<file path="src/rtl/int_ctrl.sv">
// Three-source nested interrupt controller with a priority level gate and a
// 3-deep return-address stack. Accept and return complete on the same edge.
module int_ctrl #(
  parameter logic [31:0] VEC0 = 32'h0000_0100,
  parameter logic [31:0] VEC1 = 32'h0000_0180,
  parameter logic [31:0] VEC2 = 32'h0000_0200
) (
  input  logic        clk,
  input  logic        CLR_N,
  input  logic [2:0]  IRQ,
  input  logic [2:0]  IRQ_MASK,
  input  logic [31:0] PC_next,
  input  logic        PC_EN,
  input  logic        ERET,
  output logic        Int,
  output logic [31:0] Iaddr,
  output logic [31:0] EPC,
  output logic [2:0]  InService,
  output logic [2:0]  Pending
);

  logic [2:0]  irq_q, irq_edge, gate, elig, sel, top_bit;
  logic [1:0]  sp;
  logic [31:0] stack [3];
  logic        accept, pop;

  assign irq_edge = IRQ & ~irq_q;

  // Only sources strictly above the deepest active level may nest.
  always_comb begin
    gate    = 3'b111;
    top_bit = 3'b000;
    if (InService[2]) begin
      gate    = 3'b000;
      top_bit = 3'b100;
    end else if (InService[1]) begin
      gate    = 3'b100;
      top_bit = 3'b010;
    end else if (InService[0]) begin
      gate    = 3'b110;
      top_bit = 3'b001;
    end
  end

  assign elig = Pending & IRQ_MASK & gate;

  always_comb begin
    sel   = 3'b000;
    Iaddr = '0;
    if (elig[2]) begin
      sel   = 3'b100;
      Iaddr = VEC2;
    end else if (elig[1]) begin
      sel   = 3'b010;
      Iaddr = VEC1;
    end else if (elig[0]) begin
      sel   = 3'b001;
      Iaddr = VEC0;
    end
  end

  assign Int    = PC_EN & ~ERET & (|elig);
  assign accept = Int;
  assign pop    = ERET & PC_EN & (sp != 2'd0);

  always_comb begin
    case (sp)
      2'd1:    EPC = stack[0];
      2'd2:    EPC = stack[1];
      2'd3:    EPC = stack[2];
      default: EPC = '0;
    endcase
  end

  always_ff @(posedge clk) begin
    irq_q <= IRQ;
    if (!CLR_N) begin
      Pending   <= '0;
      InService <= '0;
      sp        <= '0;
      for (int k = 0; k < 3; k++) stack[k] <= '0;
    end else begin
      // A fresh edge on the source being taken re-arms it (OR after clear).
      Pending <= (Pending & ~(accept ? sel : 3'b000)) | irq_edge;
      if (accept) begin
        InService <= InService | sel;
        sp        <= sp + 2'd1;
        for (int k = 0; k < 3; k++)
          if (sp == k[1:0]) stack[k] <= PC_next;
      end else if (pop) begin
        InService <= InService & ~top_bit;
        sp        <= sp - 2'd1;
      end
    end
  end

  // Nesting levels strictly increase, so a push onto a full stack cannot occur.
  always_ff @(posedge clk) begin
    if (CLR_N && accept) assert (sp != 2'd3);
  end

endmodule

</file>
<file path="config.mk">
export PLATFORM = sky130hd
export DESIGN_NAME = int_ctrl
export DESIGN_NICKNAME = d
export VERILOG_FILES = /design/src/rtl/int_ctrl.sv
export SDC_FILE = /design/constraint.sdc
export NUM_CORES = 1
export LEC_CHECK = 0
export CAP_MARGIN = 10
export CORE_MARGIN = 2
export CORE_UTILIZATION = 25
export CTS_CLUSTER_DIAMETER = 80
export CTS_CLUSTER_SIZE = 30
export DETAILED_ROUTE_END_ITERATION = 7
export DONT_BUFFER_PORTS = 1
export PLACE_DENSITY = 0.48
export SYNTH_ARGS = -nofsm -noshare
export SYNTH_HDL_FRONTEND = slang
export SYNTH_SLANG_ARGS = --single-unit
</file>
<file path="constraint.sdc">
create_clock -name clk -period 5.2 [get_ports clk]
set_clock_uncertainty 0.1 [all_clocks]
set_input_delay 0.26 -clock clk [delete_from_list [all_inputs] [get_ports clk]]
set_output_delay 0.26 -clock clk [all_outputs]
set_load 0.005 [all_outputs]
</file>
==> metrics <==
NetSw=0.000475 W; setup TNS=0 ns; sequential fraction of design power=0.529; Startpoint Class=flip-flop; Slew @ Worst Pin=0.871 ns; Fmax achieved=376 MHz; Ports=113; filler instances=1772; slowest CP cell=ha_2; crit path max fanout=34; arrival time at the worst endpoint=2.75 ns; setup violators final=0; H-tree lvl count=3; Post-Synth Simple-Gate Area=0.110; period utilization=0.512; total gr overflow=0; gr usage total=0.111; XOR/XNOR share of the synthesized area=0.00196; Max Root-Sink Buffers=2; hold path depth=2; Synth area leader=edfxtp_1; post-route minimum period=2.66 ns; post-CTS setup repair buffer count=0; post-synthesis adder-cell area fraction=0.0140; sequential-to-total area share from yosys stat=0.693; Clk Tree Root Cell=clkbuf_16; maxcap violations=0; share of layout cells above drive strength 1=0.162; largest cells by area after synthesis=edfxtp_1, a222oi_1, dfxtp_1; Routed WL per cell=19.0 µm; Synth top area share=0.644; FP Rows=48; Netlist Area Pre-Place=4480 µm²; Critical Path Max Stage Delay=0.74 ns; RSZ-0062 raised after global routing=no; DRT Pass-1 Iters=5; Syn. warnings=0; Max-Slew Margin vs Limit=0.419; via density per instance=4.63; die area=19000 µm²; Clock transition at path regs=0.07 ns; Yosys reg bits=107; Residual DRC=0; TritonCTS clock tree=built; via count=2501; Detailed Place HPWL=6.12 mm; number of synthesized flops with an enable pin=96; Worst VDD drop=0.229 mV; largest family of logic cells by synthesized area=compound AO/OA/AOI/OAI gates; Critical Path RT=5.29 ns; final core occ=0.284; synth cell count leaders=edfxtp_1, nor2_1, a222oi_1, buf_4, and2_2; Logic pwr share=0.111; post-synthesis compound-gate area fraction=0.110; Num CTS Buffers=9; CP Class=flip-flop to flip-flop; most frequent cell after synthesis=edfxtp_1; fin. max-slew vios=0; largest net degree at the start of global routing=35; PwrDens=384 nW/µm²; Final Hold Viols=0; sequence of cells on the critical path=inv_1 > ha_2 > nor3_1 > a2111oi_4 > buf_4 > and2_1; clock power share=0.360; Synth cell types=33; Die Wd=138 µm; Final #Nets=356; GPL Wtd Cong=0.681; vias in the first global route=2518; Int Pwr=0.00142 W; I/O Buffers=0; Setup WS post-layout=2.54 ns; Hold Path Class=input pin to flip-flop; status=finished clean; DRT iter0 DRCs=237; Clock Sinks=107; Worst R2R Path Depth=6; first-pass GRT wire length=15.1 mm; mux share of post-synthesis cell area=0; Post-synth top flop=edfxtp_1; Post-synth ARST share=0; DP Worst Slack=2.50 ns; Post-Route WL=10.2 mm; Final ANT Viol Nets=0; Die Y=138 µm; Avg Inst Size Synth=14.4 µm²; Static Leak=1.69 nW; area of the core=17400 µm²; Initial Utilization=0.257; area growth from synthesis to layout=10.4%; Crit. End Element=flip-flop; initial antenna violation count=1; Worst-Skew Late Latency=0.34 ns; sw frac=0.250; Syn Inst Count=312
final timing paths:
path | end | startpoint | slack (ns)
worst min register to register | Pending[2] | irq_q[2] | 0.39
worst max-delay path | stack[0][4] | sp[1] | 2.54
worst min-delay path | sp[1] | CLR_N | 0.02
worst max register to register | stack[0][4] | sp[1] | 2.54
power groups by stage:
stage               Clock, W  Sequential (W)  Combinational, W
floorplan                  0         0.00102          0.000168
global placement           0         0.00102          0.000214
detailed placement         0         0.00102          0.000215
CTS                 0.000700         0.00100          0.000219
global route        0.000735         0.00101          0.000237
finish              0.000683         0.00100          0.000211
cells by family (layout without fill, tap and decap cells):
logic type / count (synthesis) / after routing
compound gates: 54 / 54
other cells: 1 / 30
buf+inv: 53 / 27
fa+ha+maj: 5 / 5
flops: 107 / 107
simple gates: 91 / 91
xor+xnor: 1 / 1
layout make-up:
cell class,instances,area (µm²),area share
multi-input cells,180,1180,0.239
flip-flops and latches,107,3100,0.627
repair buffers,6,57.6,0.0116
clock inverters,6,71.3,0.0144
diodes,1,2.50,0.000506
inverters,5,18.8,0.00379
clock buffers,10,229,0.0463
well taps,225,282,0.0569
placed cells by master (no fill, tap or decap), types with 2 or more instances in the layout:
cell	count
nand2b_1	4
ha_2	4
and2_2	25
nor3_1	3
dlygate4sd3_1	5
o21ai_0	3
a21o_2	4
o31ai_1	2
o211ai_1	2
clkbuf_16	9
nor2_1	38
conb_1	29
and2_1	7
nand2_1	5
nand3b_1	4
edfxtp_1	96
inv_1	4
o221a_2	2
a222oi_1	32
clkinv_1	2
nand3_1	2
a21oi_1	5
clkinv_4	2
dfxtp_1	11
registers in the layout (all words and copies together) (netlist names):
name,flops
InService,3
Pending,3
irq_q,3
sp,2
stack,96
metal layers:
metal | vias to the layer above | share of wire | global-route usage
met5 | - | 0 | 0
met4 | 0 | 0.0079 | 0.0238
met3 | 6 | 0.067 | 0.0408
met2 | 108 | 0.50 | 0.184
met1 | 1257 | 0.43 | 0.138
li1 | 1130 | - | -
critical path, delay by kind of cell (launching register included):
kind	cells	cell delay [ns]
AO/OA/AOI/OAI	1	0.36
adder cells (fa/ha/maj)	1	0.74
buffers and inverters	2	0.50
flip-flops	1	0.37
AND/OR/NAND/NOR	2	0.44
stage by stage:
stage / area [µm²] / total power [W] / hold slack [ns] / cells
after floorplan: 4580 / 0.00119 / 0.188 / 340
after global placement: 4590 / 0.00124 / 0.188 / 518
after detailed placement: 4590 / 0.00124 / 0.188 / 518
after CTS: 4940 / 0.00192 / 0.00908 / 539
after global routing: 4940 / 0.00198 / 0.0237 / 539
final: 4950 / 0.00190 / 0.0238 / 540
repair_timing:
action / in CTS / in global routing
endpoints found under the hold margin: 9 / 0
resized for setup: 0 / 0
endpoints found under the setup margin: 0 / 0
hold buffers: 5 / 0
(Power assumes the default switching activity.)
